File: config.mk
export PLATFORM = sky130hd
export DESIGN_NAME = opll_write_scheduler
export DESIGN_NICKNAME = d
export VERILOG_FILES = /design/src/rtl/opll_pkg.sv /design/src/rtl/opll_wfifo.sv /design/src/rtl/opll_write_scheduler.sv
export SDC_FILE = /design/constraint.sdc
export NUM_CORES = 1
export LEC_CHECK = 0
export BUFFER_PORTS_ARGS = -buffer_cell sky130_fd_sc_hd__clkbuf_2
export CORE_MARGIN = 5
export CORE_UTILIZATION = 65
export DETAILED_ROUTE_END_ITERATION = 12
export PLACE_DENSITY = 0.84
export SLEW_MARGIN = 20
export SYNTH_ARGS = -nofsm -noshare
export SYNTH_HDL_FRONTEND = slang
export SYNTH_SLANG_ARGS = --single-unit
File: constraint.sdc
create_clock -name clk -period 8.87 [get_ports clk]
set_clock_uncertainty 0.2 [all_clocks]
set_input_delay 0.887 -clock clk [delete_from_list [all_inputs] [get_ports clk]]
set_output_delay 0.887 -clock clk [all_outputs]
set_load 0.05 [all_outputs]
File: src/rtl/opll_pkg.sv
// rtl/opll_pkg.sv - shared constants, types and port decode for the OPLL write scheduler
package opll_pkg;

    localparam int DEF_CLK_DIV   = 24;
    localparam int DEF_ADDR_WAIT = 12;
    localparam int DEF_DATA_WAIT = 84;

    localparam logic [7:0]  IO_PORT_CHIP0  = 8'h7C;
    localparam logic [7:0]  IO_PORT_CHIP1  = 8'h7A;
    localparam logic [15:0] MEM_PORT_CHIP0 = 16'h7FF4;
    localparam logic [15:0] MEM_PORT_CHIP1 = 16'h7FF2;

    localparam int ENTRY_DATA_W = 8;
    localparam int ENTRY_W      = 2 + ENTRY_DATA_W;

    typedef struct packed {
        logic                    chip;
        logic                    a0;
        logic [ENTRY_DATA_W-1:0] data;
    } wentry_t;

    typedef enum logic {
        ST_IDLE,
        ST_STROBE
    } issue_state_t;

    // Address bit 0 is the A0 select, so only bits [15:1] take part in the match.
    // Returns {hit, chip}; chip 0 wins if both windows somehow match.
    function automatic logic [1:0] port_decode(
        input logic        memreq,
        input logic        ioreq,
        input logic [14:0] addr_hi
    );
        logic hit0;
        logic hit1;
        hit0 = (ioreq  && (addr_hi[6:0] == IO_PORT_CHIP0[7:1])) ||
               (memreq && (addr_hi == MEM_PORT_CHIP0[15:1]));
        hit1 = (ioreq  && (addr_hi[6:0] == IO_PORT_CHIP1[7:1])) ||
               (memreq && (addr_hi == MEM_PORT_CHIP1[15:1]));
        return {hit0 | hit1, ~hit0 & hit1};
    endfunction

endpackage

File: src/rtl/opll_wfifo.sv
// rtl/opll_wfifo.sv - single-clock in-order write FIFO with registered count
module opll_wfifo #(
    parameter int WIDTH      = 10,
    parameter int DEPTH_LOG2 = 4
) (
    input  logic                  clk,
    input  logic                  reset_n,
    input  logic                  push,
    input  logic [WIDTH-1:0]      push_data,
    input  logic                  pop,
    output logic [WIDTH-1:0]      pop_data,
    output logic                  full,
    output logic                  empty,
    output logic [DEPTH_LOG2:0]   count
);

    localparam int DEPTH = 1 << DEPTH_LOG2;

    logic [WIDTH-1:0]      mem [0:DEPTH-1];
    logic [DEPTH_LOG2-1:0] wr_ptr;
    logic [DEPTH_LOG2-1:0] rd_ptr;
    logic                  do_push;
    logic                  do_pop;

    // Full/empty come from the registered count only, so a pop never frees a slot
    // for a push in the same cycle.
    assign full     = count[DEPTH_LOG2];
    assign empty    = (count == '0);
    assign do_push  = push & ~full;
    assign do_pop   = pop & ~empty;
    assign pop_data = mem[rd_ptr];

    always_ff @(posedge clk) begin
        if (do_push) begin
            mem[wr_ptr] <= push_data;
        end
    end

    always_ff @(posedge clk) begin
        if (!reset_n) begin
            wr_ptr <= '0;
            rd_ptr <= '0;
            count  <= '0;
        end else begin
            if (do_push) begin
                wr_ptr <= wr_ptr + DEPTH_LOG2'(1);
            end
            if (do_pop) begin
                rd_ptr <= rd_ptr + DEPTH_LOG2'(1);
            end
            case ({do_push, do_pop})
                2'b10:   count <= count + (DEPTH_LOG2 + 1)'(1);
                2'b01:   count <= count - (DEPTH_LOG2 + 1)'(1);
                default: count <= count;
            endcase
        end
    end

endmodule

File: src/rtl/opll_write_scheduler.sv
// rtl/opll_write_scheduler.sv - buffers CPU writes and replays them to two OPLLs with YM2413 wait timing
module opll_write_scheduler
    import opll_pkg::*;
#(
    parameter int CLK_DIV         = DEF_CLK_DIV,
    parameter int FIFO_DEPTH_LOG2 = 4,
    parameter int ADDR_WAIT       = DEF_ADDR_WAIT,
    parameter int DATA_WAIT       = DEF_DATA_WAIT
) (
    input  logic                       clk,
    input  logic                       reset_n,
    input  logic                       bus_memreq,
    input  logic                       bus_ioreq,
    input  logic [15:0]                bus_address,
    input  logic                       bus_write,
    input  logic                       bus_valid,
    output logic                       bus_ready,
    input  logic [7:0]                 bus_wdata,
    output logic                       opll_enable_n,
    output logic [1:0]                 opll_cs_n,
    output logic                       opll_wr_n,
    output logic                       opll_a0,
    output logic [7:0]                 opll_d,
    output logic [FIFO_DEPTH_LOG2:0]   fifo_count,
    output logic                       busy
);

    localparam int DIV_W    = $clog2(CLK_DIV);
    localparam int WAIT_MAX = (ADDR_WAIT > DATA_WAIT) ? ADDR_WAIT : DATA_WAIT;
    localparam int WAIT_W   = $clog2(WAIT_MAX + 1);
    localparam logic [DIV_W-1:0] DIV_LAST = DIV_W'(CLK_DIV - 1);
    localparam logic [DIV_W-1:0] DIV_ONE  = DIV_W'(1);

    logic [DIV_W-1:0]   div;
    logic               tick;
    logic [1:0]         dec;
    logic               accept;
    wentry_t            push_e;
    wentry_t            head;
    logic [ENTRY_W-1:0] fifo_rdata;
    logic               fifo_full;
    logic               fifo_empty;
    logic               issue;
    issue_state_t       state;
    logic               cur_chip;
    logic [WAIT_W-1:0]  wait_cnt [0:1];

    assign tick          = (div == '0);
    assign opll_enable_n = ~(tick & reset_n);

    always_ff @(posedge clk) begin
        if (!reset_n) begin
            div <= '0;
        end else if (div == DIV_LAST) begin
            div <= '0;
        end else begin
            div <= div + DIV_ONE;
        end
    end

    assign dec       = port_decode(bus_memreq, bus_ioreq, bus_address[15:1]);
    assign accept    = reset_n & bus_valid & bus_write & dec[1] & ~fifo_full;
    assign bus_ready = accept;
    assign push_e    = {dec[0], bus_address[0], bus_wdata};

    opll_wfifo #(
        .WIDTH      (ENTRY_W),
        .DEPTH_LOG2 (FIFO_DEPTH_LOG2)
    ) u_wfifo (
        .clk       (clk),
        .reset_n   (reset_n),
        .push      (accept),
        .push_data (push_e),
        .pop       (issue),
        .pop_data  (fifo_rdata),
        .full      (fifo_full),
        .empty     (fifo_empty),
        .count     (fifo_count)
    );

    assign head = fifo_rdata;

    // Issuing on divider==1 puts the strobe edge at divider==2, so the one tick
    // inside the CLK_DIV-long strobe has a full period of setup and one clk of hold.
    assign issue = (state == ST_IDLE) & ~fifo_empty & (wait_cnt[head.chip] == '0) &
                   (div == DIV_ONE);

    always_ff @(posedge clk) begin
        if (!reset_n) begin
            state     <= ST_IDLE;
            cur_chip  <= 1'b0;
            opll_cs_n <= 2'b11;
            opll_wr_n <= 1'b1;
            opll_a0   <= 1'b0;
            opll_d    <= '0;
            for (int i = 0; i < 2; i++) begin
                wait_cnt[i] <= '0;
            end
        end else begin
            for (int i = 0; i < 2; i++) begin
                if (tick && (wait_cnt[i] != '0)) begin
                    wait_cnt[i] <= wait_cnt[i] - WAIT_W'(1);
                end
            end
            case (state)
                ST_IDLE: begin
                    if (issue) begin
                        state     <= ST_STROBE;
                        cur_chip  <= head.chip;
                        opll_cs_n <= head.chip ? 2'b01 : 2'b10;
                        opll_wr_n <= 1'b0;
                        opll_a0   <= head.a0;
                        opll_d    <= head.data;
                    end
                end
                ST_STROBE: begin
                    // Entered at divider==2; divider==1 again marks CLK_DIV cycles held.
                    if (div == DIV_ONE) begin
                        state              <= ST_IDLE;
                        opll_cs_n          <= 2'b11;
                        opll_wr_n          <= 1'b1;
                        wait_cnt[cur_chip] <= opll_a0 ? WAIT_W'(DATA_WAIT) : WAIT_W'(ADDR_WAIT);
                    end
                end
                default: state <= ST_IDLE;
            endcase
        end
    end

    assign busy = ~fifo_empty | (state == ST_STROBE) |
                  (wait_cnt[0] != '0) | (wait_cnt[1] != '0);

endmodule
Word level (Yosys, flattened, before mapping). Memory sizes are Yosys's and may differ from the RTL's. A register that Yosys moved wholly into a read port is not among the register bits. Cells that the tools add are included.

Memories kept: 2. Output and inout port bits: 20. Logic and storage cells: 102. Register bits after elaboration: 32. Bits in writable memories: 174.

Memories: u_wfifo.mem (depth 16, bits a word 10, read ports 1, clocked after Yosys merged registers in 1, write ports 1, RTL line opll_wfifo.sv:19) `logic [WIDTH-1:0] mem [0:DEPTH-1];`; wait_cnt (depth 2, bits a word 7, read ports 3, clocked after Yosys merged registers in 0, write ports 2, RTL line opll_write_scheduler.sv:46) `logic [WAIT_W-1:0] wait_cnt [0:1];`.

$add $sub $neg: 7. Reduce and logical (&&, ||, !) cells: 18. Equality and inequality tests: 10. Mux-type cells: 32. Bitwise gates (word level): 23.

Operators by type and width (count): equality test 15 x 14 -> 1 bit (second input constant) (2); two-way mux 7 bit (4); two-way mux 1 bit (19); equality test 7 x 6 -> 1 bit (second input constant) (2); nonzero test 7 bit (2); subtractor 7 x 1 -> 7 bit (second input constant) (2); bitwise AND 1 bit (11); adder 5 x 1 -> 5 bit (second input constant) (2); zero test 5 bit (2); one-hot mux 5 bit (2 select lines) (1); adder 4 x 1 -> 4 bit (second input constant) (2); two-way mux 4 bit (2); zero test 7 bit (1); OR reduction 7 bit (1); logical AND 1 bit (6); two-way mux 2 bit (3); inverter 1 bit (6); OR 1 bit (6); equality test 5 x 1 -> 1 bit (second input constant) (1); equality test 5 bit (second input constant) (1); subtractor 5 x 1 -> 5 bit (second input constant) (1); inequality test 2 x 1 -> 1 bit (second input constant) (2); one-hot mux 1 bit (2 select lines) (2); one-hot mux 2 bit (2 select lines) (1); 6 further kinds (8).

Longest topological paths before layout. Gate-level depths: netlist of run 1.

Depth after elaboration: 9. Mapped depth: 17.

Modules after synthesis. A second synthesis of run 1 with hierarchy kept.

Cell total of the unflattened synthesis: 528. Area, all modules: 8720.9 um^2.

By module, submodules not included: opll_wfifo (cells each 340, seq. area each 5144.9 um^2, times used 1, area an instance 6972.9 um^2); opll_write_scheduler (cells each 188, seq. area each 720.7 um^2, times used 1, area an instance 1747.9 um^2).

Worst setup path after synthesis of run 1. Ideal clock, no wire load.

Path kind: input to register. From: in bus_address[3]. To: reg u_wfifo.count[4]. Slack: 4.377 ns. Data arrival time: 4.166 ns. Stages: 12. Cell sequence: nand4b_1 o31a_1 nor4_2 inv_1 ha_1 ha_1 nor2b_1 o21ai_0 and3_1 nor3_1 xnor2_1 nor2_1.

Word-level cells in the longest chain between the ends: 9. Elaborated cells on any way between the ends: 18.

RTL lines: start: declaration (RTL line opll_write_scheduler.sv:14) `input logic [15:0] bus_address,`; equality test 15 x 14 -> 1 bit, or another cell as far along (RTL line opll_pkg.sv:37) `(memreq && (addr_hi == MEM_PORT_CHIP0[15:1]));`; logical AND 1 bit, on equally long branches; logical OR 1 bit, on equally long branches (RTL line opll_pkg.sv:36, opll_pkg.sv:38); OR 1 bit (*) (RTL line opll_pkg.sv:40) `return {hit0 | hit1, ~hit0 & hit1};`; bitwise AND 1 bit (*) (2 in series) (RTL line opll_write_scheduler.sv:62) `assign accept = reset_n & bus_valid & bus_write & dec[1] & ~fifo_full;`; named net bus_ready (RTL line opll_write_scheduler.sv:17) `output logic bus_ready,`; bitwise AND 1 bit (*) (RTL line opll_wfifo.sv:29) `assign do_push = push & ~full;`; equality test 2 x 1 -> 1 bit or equality test 2 bit (tied branches) (RTL line opll_wfifo.sv:51) `case ({do_push, do_pop})`; one-hot mux 5 bit (2 select lines) or nonzero test 2 bit (tied branches); end signal: assignment (RTL line opll_wfifo.sv:52) `2'b10: count <= count + (DEPTH_LOG2 + 1)'(1);`; end signal: assignment (RTL line opll_wfifo.sv:53) `2'b01: count <= count - (DEPTH_LOG2 + 1)'(1);`; end signal: assignment (RTL line opll_wfifo.sv:54) `default: count <= count;`; end: declaration (RTL line opll_wfifo.sv:14) `output logic [DEPTH_LOG2:0] count`.

Mark *: on every way through the listed nets, which the timed path passes. The rest lies on a longest branch. A chain may end at the register's enable or synchronous reset.

==> run_summary.xml, run 1 <==
<?xml version="1.0" encoding="UTF-8"?>
<metrics>
  <group name="synth">
    <metric name="synth_flop_cell" unit="">sky130_fd_sc_hd__edfxtp_1</metric>
    <metric name="async_flop_share" unit="%">0</metric>
    <metric name="synth-seq-area-share" unit="%">68.5</metric>
    <metric name="netlist_area" unit="mm2">0.00856</metric>
    <metric name="syn-num-nets" unit="">555</metric>
    <metric name="synthesized_area_per_cell" unit="um2">16.9</metric>
    <metric name="synth_seq_cells" unit="">210</metric>
    <metric name="post_synth_num_cell_types" unit="">49</metric>
    <metric name="synth_edf_count" unit="">166</metric>
    <metric name="synthesis.instances" unit="">508</metric>
    <metric name="yosys_warns" unit="">0</metric>
  </group>
  <group name="global_route">
    <metric name="grt.total_usage" unit="%">23.9</metric>
    <metric name="grt_pass1_wl" unit="mm">28.2</metric>
    <metric name="grt_max_degree" unit="">38</metric>
    <metric name="grt-ovfl-total" unit="">0</metric>
    <metric name="first_global_vias" unit="">4929</metric>
    <metric name="initial_antenna_violation_count" unit="">0</metric>
  </group>
  <group name="detailed_routing">
    <metric name="postRouteWirelength" unit="mm">18.5</metric>
    <metric name="remaining_drc_errors" unit="">0</metric>
    <metric name="vias_per_cell" unit="">6.31</metric>
    <metric name="route.antenna.remaining_nets" unit="">0</metric>
    <metric name="drtIter0Drc" unit="">452</metric>
    <metric name="avgRoutedWirePerCell" unit="um">24.5</metric>
    <metric name="first_pass_iteration_count_of_the_detailed_router" unit="">5</metric>
    <metric name="routed-via-count" unit="">4775</metric>
  </group>
  <group name="timing">
    <metric name="grt_setup_unrepaired" unit="">false</metric>
    <metric name="timing.slew.headroom" unit="%">19.0</metric>
    <metric name="period_needed" unit="ns">4.82</metric>
    <metric name="timing.hold.ws" unit="ns">0.282</metric>
    <metric name="setup_slack" unit="ns">4.05</metric>
    <metric name="setup_viol" unit="">0</metric>
    <metric name="tightest_slew" unit="ns">1.21</metric>
    <metric name="fmaxAchievable" unit="GHz">0.208</metric>
    <metric name="finalSetupTns" unit="ns">0</metric>
    <metric name="final-hold-violation-count" unit="">0</metric>
    <metric name="timing.final.max_slew_violations" unit="">0</metric>
    <metric name="post-route-period-util" unit="%">54.3</metric>
  </group>
  <group name="worst_hold_path">
    <metric name="hold_class" unit="">reg -&gt; reg</metric>
  </group>
  <group name="setup_path">
    <metric name="worstSetupPathType" unit="">reg -&gt; reg</metric>
    <metric name="worst_ep_required_time" unit="ns">9.02</metric>
    <metric name="start_kind" unit="">flip-flop</metric>
    <metric name="critPathCaptureType" unit="">flip-flop</metric>
    <metric name="crit_path_max_fanout" unit="">13</metric>
    <metric name="cp_data_arrival_time" unit="ns">4.97</metric>
  </group>
  <group name="cts">
    <metric name="ctsLongestPathBuffers" unit="">3</metric>
    <metric name="clock-root-buffer" unit="">sky130_fd_sc_hd__clkbuf_16</metric>
    <metric name="cts_inserted_buffers" unit="">21</metric>
    <metric name="insertion_delay" unit="ns">0.49</metric>
    <metric name="cts_resized" unit="">0</metric>
    <metric name="cts_htree_levels" unit="">1</metric>
    <metric name="hold_buffers" unit="">0</metric>
    <metric name="tritoncts" unit="">yes</metric>
    <metric name="postCtsSetupBuffers" unit="">0</metric>
    <metric name="cts_num_sinks" unit="">210</metric>
    <metric name="clkTransAtPathRegs" unit="ns">0.06</metric>
  </group>
  <group name="floorplanning">
    <metric name="fp.dieArea" unit="mm2">0.0156</metric>
    <metric name="io_pins" unit="">50</metric>
    <metric name="vertical_die_dimension" unit="um">125</metric>
    <metric name="row_count" unit="">42</metric>
    <metric name="start_util" unit="%">65.4</metric>
    <metric name="core" unit="mm2">0.0131</metric>
    <metric name="fp.dieW" unit="um">125</metric>
  </group>
  <group name="finish">
    <metric name="final_core_utilization" unit="%">74.5</metric>
    <metric name="drive_above_1_share" unit="%">25.1</metric>
    <metric name="area.growth.synth_to_final" unit="%">13.8</metric>
    <metric name="n_antenna_cell" unit="">0</metric>
    <metric name="layout_fillers" unit="">716</metric>
    <metric name="final_net_count" unit="">614</metric>
  </group>
  <group name="place">
    <metric name="place_worst_setup_slack" unit="ns">4.19</metric>
    <metric name="place.detailed.hpwl" unit="mm">10.8</metric>
    <metric name="gp_congestion" unit="">0.761</metric>
    <metric name="place.port_buffers" unit="">49</metric>
  </group>
  <group name="run_status">
    <metric name="run_status" unit="">finished, final reports clean</metric>
  </group>
  <group name="power_and_ir_drop">
    <metric name="power_leakage" unit="nW">3.25</metric>
    <metric name="design_power_total" unit="mW">2.28</metric>
    <metric name="power_density" unit="mW/mm2">234</metric>
    <metric name="vdd_drop_max" unit="mV">0.187</metric>
  </group>
  <group name="job">
    <metric name="maxcap_violations" unit="">0</metric>
  </group>
</metrics>
==> flip-flops by register name, summed over array words and instances (netlist names), 2 cells and up, named ones only <==
| register | count |
|---|---|
| u_wfifo.rd_ptr | 4 |
| u_wfifo.mem | 160 |
| wait_cnt | 14 |
| div | 5 |
| opll_cs_n | 2 |
| u_wfifo.wr_ptr | 4 |
| u_wfifo.count | 5 |
| opll_d | 8 |
==> routing by layer <==
metal  wire length (um)  share of wire, %  vias to the layer above  track usage [%]
li1                   -                 -                     2083                -
met1               6520                35                     2432             29.4
met2              10100                55                      209             43.4
met3               1340               7.2                       51             3.86
met4                558               3.0                        0             7.35
met5                  0                 0                        -                0
==> metrics by stage <==
step | instances | area (um2)
final | 757 | 9740
after global routing | 757 | 9740
after CTS | 757 | 9730
after detailed placement | 720 | 9000
after global placement | 720 | 8990
after floorplan | 508 | 8560
==> power breakdown <==
group | internal (mW) | switching (mW) | total (mW)
Clock | 0.578 | 0.354 | 0.932
Sequential | 1.10 | 0.0318 | 1.13
Combinational | 0.0999 | 0.123 | 0.223
==> critical path, cell delays in order, from the launching register on <==
cell	delay [ns]
sky130_fd_sc_hd__dfxtp_1	0.86
sky130_fd_sc_hd__mux4_1	0.66
sky130_fd_sc_hd__mux4_2	0.48
sky130_fd_sc_hd__and4b_2	0.37
sky130_fd_sc_hd__nor2_4	0.07
sky130_fd_sc_hd__inv_2	0.28
sky130_fd_sc_hd__ha_1	0.33
sky130_fd_sc_hd__inv_1	0.12
sky130_fd_sc_hd__fa_1	0.40
sky130_fd_sc_hd__nor2b_1	0.18
sky130_fd_sc_hd__o21ai_0	0.14
sky130_fd_sc_hd__and3_1	0.21
sky130_fd_sc_hd__nor3_1	0.18
sky130_fd_sc_hd__xnor2_1	0.14
sky130_fd_sc_hd__nor2_1	0.05
==> cell type report <==
| class | instances | area [um2] | area share [%] |
|---|---|---|---|
| inverters | 16 | 60.1 | 0.616 |
| well taps | 176 | 220 | 2.26 |
| flip-flops and latches | 210 | 5870 | 60.2 |
| multi-input cells | 261 | 2570 | 26.4 |
| clock buffers | 24 | 537 | 5.51 |
| clock inverters | 13 | 185 | 1.90 |
| repair buffers | 57 | 305 | 3.13 |
==> logic make-up (layout without fill, tap and decap cells) <==
kind of cell | Yosys count | after routing | share of synthesized area [%]
AO/OA/AOI/OAI | 29 | 29 | 2.03
XOR/XNOR | 23 | 23 | 2.35
adder cells (fa/ha/maj) | 17 | 17 | 2.57
buffers and inverters | 37 | 110 | 1.90
flip-flops | 210 | 210 | 68.5
multiplexers | 61 | 61 | 15.0
AND/OR/NAND/NOR | 131 | 131 | 7.69
==> cells in the final DEF, fill, tap and decap left out, types with 4 or more instances in the layout <==
master	n
sky130_fd_sc_hd__edfxtp_1	166
sky130_fd_sc_hd__clkbuf_2	49
sky130_fd_sc_hd__nor2_1	47
sky130_fd_sc_hd__dfxtp_1	43
sky130_fd_sc_hd__mux4_2	38
sky130_fd_sc_hd__clkbuf_16	21
sky130_fd_sc_hd__nand2_1	20
sky130_fd_sc_hd__xnor2_1	16
sky130_fd_sc_hd__ha_1	16
sky130_fd_sc_hd__a21oi_1	15
sky130_fd_sc_hd__inv_1	14
sky130_fd_sc_hd__nor3_1	12
sky130_fd_sc_hd__mux4_1	12
sky130_fd_sc_hd__mux2i_1	11
sky130_fd_sc_hd__nand3_1	8
sky130_fd_sc_hd__nor2_2	8
sky130_fd_sc_hd__buf_4	8
sky130_fd_sc_hd__xor2_1	7
sky130_fd_sc_hd__o21ai_0	5
sky130_fd_sc_hd__bufinv_16	5
sky130_fd_sc_hd__nand4b_1	4
sky130_fd_sc_hd__clkinv_1	4
sky130_fd_sc_hd__clkinv_2	4
==> cell usage after synthesis (all sizes together), types with 10 or more instances <==
cell      n  area [um2]
xnor2    16         140
a21oi    15        75.1
mux2i    11         110
edfxtp  166        4980
nand2    20        75.1
ha       16         200
buf      10        61.3
clkbuf   11        41.3
nor2     56         218
nor3     12        60.1
mux4     50        1170
inv      15        56.3
dfxtp    44         881
==> path summary, 6_finish.rpt <==
path | start | slack, ns | endpoint | depth (start not counted)
worst min-delay path | div[0] | 0.28 | div[0] | 1
worst max-delay path | flip-flop | 4.05 | u_wfifo.count[4] | 14
worst min register to register | div[0] | 0.28 | div[0] | 1
worst max register to register | flip-flop | 4.05 | u_wfifo.count[4] | 14
No activity file was read; power rests on OpenSTA's default activity.
==> run 2, diff against run 1 <==
- CORE_UTILIZATION: 65 -> 54
- PLACE_DENSITY: 0.84 -> 0.75
- clock period: 8.87 -> 4.15 ns (I/O delays scaled with it)
==> run 2 against run 1 <==
Via count decreased by 2.6%. First-iteration DRC count decreased by 13%. Wire length fell by 8.1%. Sequential power up 110%. Die area grew 19%. Core utilization fell by 12 points. Clock power increased by 94%. Combinational power rose by 110%. Worst hold slack worse by 0.24 ns. Non-clock buffer count rose by 17. Final cell count increased by 7.9%. Global-route usage shrank 4.8 points. Largest power group unchanged. Highest routed layer unchanged.
==> run_summary.xml, run 2 (synthesis gave the netlist of run 1 again) <==
<?xml version="1.0" encoding="UTF-8"?>
<metrics>
  <group name="worst_hold_path">
    <metric name="hp-start" unit="">reset_n</metric>
    <metric name="hold_class" unit="">in -&gt; reg</metric>
    <metric name="min_path_cells" unit="">2</metric>
    <metric name="hold-path-endpoint" unit="">opll_cs_n[1]</metric>
  </group>
  <group name="place">
    <metric name="gp_congestion" unit="">0.811</metric>
    <metric name="place.detailed.hpwl" unit="mm">11.0</metric>
    <metric name="place.port_buffers" unit="">49</metric>
    <metric name="placedInstanceArea" unit="mm2">0.00917</metric>
  </group>
  <group name="setup_path">
    <metric name="slowest_stage" unit="">sky130_fd_sc_hd__mux4_1</metric>
    <metric name="setup.reg_to_reg.worst_slack" unit="ns">0.32</metric>
    <metric name="start_kind" unit="">flip-flop</metric>
    <metric name="cp_data_arrival_time" unit="ns">3.99</metric>
    <metric name="critical_path.cell_chain" unit="">mux4_1 &gt; mux4_2 &gt; and4b_2 &gt; nor2_4 &gt; inv_2 &gt; ha_1 &gt; inv_1 &gt; fa_1 &gt; nor2b_1 &gt; o21ai_0 &gt; and3_1 &gt; nor3_1 &gt; xnor2_1 &gt; nor2_1</metric>
    <metric name="regToRegEndpoint" unit="">u_wfifo.count[4]</metric>
    <metric name="ff2ff_path_depth" unit="">14</metric>
    <metric name="worst_ep_required_time" unit="ns">4.31</metric>
    <metric name="worstSetupPathType" unit="">reg -&gt; reg</metric>
    <metric name="crit_path_max_fanout" unit="">6</metric>
    <metric name="critPathCaptureType" unit="">flip-flop</metric>
    <metric name="timing.critical_path.slowest_cell_delay" unit="ns">0.59</metric>
  </group>
  <group name="cts">
    <metric name="clkTransAtPathRegs" unit="ns">0.06</metric>
    <metric name="cts_htree_levels" unit="">1</metric>
    <metric name="insertion_delay" unit="ns">0.49</metric>
    <metric name="ctsLongestPathBuffers" unit="">3</metric>
    <metric name="cts_num_sinks" unit="">210</metric>
    <metric name="cts_inserted_buffers" unit="">22</metric>
    <metric name="tritoncts" unit="">yes</metric>
    <metric name="clock-root-buffer" unit="">sky130_fd_sc_hd__clkbuf_16</metric>
  </group>
  <group name="detailed_routing">
    <metric name="wirelength_met1" unit="mm">6.85</metric>
    <metric name="remaining_drc_errors" unit="">0</metric>
    <metric name="first_pass_iteration_count_of_the_detailed_router" unit="">5</metric>
    <metric name="vias_per_cell" unit="">5.69</metric>
    <metric name="routed-wl-met3" unit="um">943</metric>
    <metric name="drtIter0Drc" unit="">395</metric>
    <metric name="route.antenna.remaining_nets" unit="">0</metric>
    <metric name="routed-via-count" unit="">4650</metric>
    <metric name="postRouteWirelength" unit="mm">17.0</metric>
    <metric name="routed.top_layer" unit="">met4</metric>
    <metric name="avgRoutedWirePerCell" unit="um">20.8</metric>
    <metric name="met2_length" unit="mm">8.88</metric>
  </group>
  <group name="timing">
    <metric name="fmaxAchievable" unit="GHz">0.261</metric>
    <metric name="setup_viol" unit="">0</metric>
    <metric name="finalSetupTns" unit="ns">0</metric>
    <metric name="timing.slew.headroom" unit="%">50.7</metric>
    <metric name="tightest_slew" unit="ns">0.737</metric>
    <metric name="post-route-period-util" unit="%">92.3</metric>
    <metric name="timing.final.max_slew_violations" unit="">0</metric>
    <metric name="final-hold-violation-count" unit="">0</metric>
    <metric name="grt_setup_unrepaired" unit="">false</metric>
    <metric name="period_needed" unit="ns">3.83</metric>
  </group>
  <group name="floorplanning">
    <metric name="io_pins" unit="">50</metric>
    <metric name="start_util" unit="%">54.5</metric>
    <metric name="vertical_die_dimension" unit="um">136</metric>
    <metric name="fp.dieW" unit="um">136</metric>
    <metric name="row_count" unit="">46</metric>
    <metric name="fp.dieArea" unit="mm2">0.0185</metric>
    <metric name="core" unit="mm2">0.0157</metric>
  </group>
  <group name="power_and_ir_drop">
    <metric name="share_seq_of_total_power" unit="%">51.4</metric>
    <metric name="power_switching" unit="mW">1.09</metric>
    <metric name="gate_power_share" unit="%">10.0</metric>
    <metric name="power_leakage" unit="nW">3.32</metric>
    <metric name="net_sw_share" unit="%">23.2</metric>
    <metric name="vdd_drop_max" unit="mV">0.325</metric>
    <metric name="power_density" unit="mW/mm2">476</metric>
    <metric name="internal_power" unit="mW">3.60</metric>
    <metric name="pwr-share-clk" unit="%">38.6</metric>
  </group>
  <group name="global_route">
    <metric name="grt_max_degree" unit="">37</metric>
    <metric name="grt_pass1_wl" unit="mm">26.3</metric>
    <metric name="initial_antenna_violation_count" unit="">0</metric>
    <metric name="grt.total_usage" unit="%">19.1</metric>
    <metric name="grt-ovfl-total" unit="">0</metric>
    <metric name="first_global_vias" unit="">4683</metric>
  </group>
  <group name="finish">
    <metric name="final_net_count" unit="">632</metric>
    <metric name="final_core_utilization" unit="%">62.7</metric>
    <metric name="largest-register" unit="">u_wfifo.mem</metric>
    <metric name="drive_above_1_share" unit="%">26.3</metric>
    <metric name="most_frequent_standard_cell_in_the_layout_excluding_fill_and_tap_cells" unit="">sky130_fd_sc_hd__edfxtp_1</metric>
    <metric name="stdcell_area" unit="mm2">0.00986</metric>
    <metric name="n_antenna_cell" unit="">0</metric>
    <metric name="layout.area.seq" unit="mm2">0.00587</metric>
    <metric name="multi_input_area" unit="mm2">0.00255</metric>
    <metric name="mostFrequentLayoutCells" unit="">sky130_fd_sc_hd__edfxtp_1, sky130_fd_sc_hd__nor2_1, sky130_fd_sc_hd__clkbuf_2</metric>
    <metric name="area.growth.synth_to_final" unit="%">15.1</metric>
    <metric name="layout_fillers" unit="">1095</metric>
    <metric name="largest_register_ff_count" unit="">160</metric>
    <metric name="reg_top3" unit="">u_wfifo.mem (160), wait_cnt (14), opll_d (8)</metric>
  </group>
  <group name="run_status">
    <metric name="run_status" unit="">finished, final reports clean</metric>
  </group>
  <group name="job">
    <metric name="maxcap_violations" unit="">0</metric>
  </group>
</metrics>
-- run 2: changes by cell type in the layout (fill, tap and decap cells not counted), sizes merged --
cell      delta
buf         +17
inv          -1
bufinv       -4
clkinvlp     +2
clkinv       +4
clkbuf       +2
-- run 2: area by class of cell --
type	count	share of cell area [%]
flip-flops and latches	210	59.5
multi-input cells	261	25.9
clock inverters	14	1.13
clock buffers	26	5.74
inverters	16	0.609
well taps	216	2.74
repair buffers	74	4.39
-- run 2: repair_timing --
item / 4_1_cts / 5_1_grt
resized for setup: 0 / 1
hold buffers: 0 / 0
setup endpoints to repair: 0 / 1
endpoints found under the hold margin: 0 / 0
setup buffers: 0 / 0
-- run 2: how the worst max path moves through the flow --
stage / from / to / depth (start not counted)
3_5_place_dp: flip-flop / u_wfifo.count[4] / 14
4_1_cts: flip-flop / u_wfifo.count[4] / 14
3_3_place_gp: flip-flop / u_wfifo.count[4] / 14
2_1_floorplan: bus_address[3] / u_wfifo.count[4] / 12
5_1_grt: div[0] / u_wfifo.count[4] / 15
6_report: flip-flop / u_wfifo.count[4] / 14
-- run 2: power groups by stage --
stage	registers [mW]	clock network, mW	logic (mW)
global placement	2.45	0	0.448
global route	2.42	1.94	0.536
finish	2.41	1.81	0.470
CTS	2.41	1.84	0.473
detailed placement	2.45	0	0.467
floorplan	2.44	0	0.362
-- run 2: layer usage --
layer	global-route usage, %	vias up
met5	0	-
met4	4.20	0
met3	3.37	30
met2	34.0	155
met1	24.6	2348
li1	-	2117
-- run 2: worst max-delay path: cells and delay by family (launching register included) --
kind            cells  cell delay (ns)
simple gates        6             1.00
flops               1             0.42
buf+inv             2             0.16
xor+xnor            1             0.14
mux                 2             1.07
compound gates      1             0.11
fa+ha+maj           2             0.60
-- run 2: through the flow --
step / cells / setup slack [ns] / hold slack [ns] / power (mW)
after floorplan: 508 / 0.129 / 0.245 / 2.80
after global placement: 777 / 0.327 / 0.260 / 2.90
after detailed placement: 777 / 0.230 / 0.278 / 2.92
after CTS: 817 / 0.200 / 0.0277 / 4.73
after global routing: 817 / 0.0315 / 0.0554 / 4.89
final: 817 / 0.321 / 0.0457 / 4.69
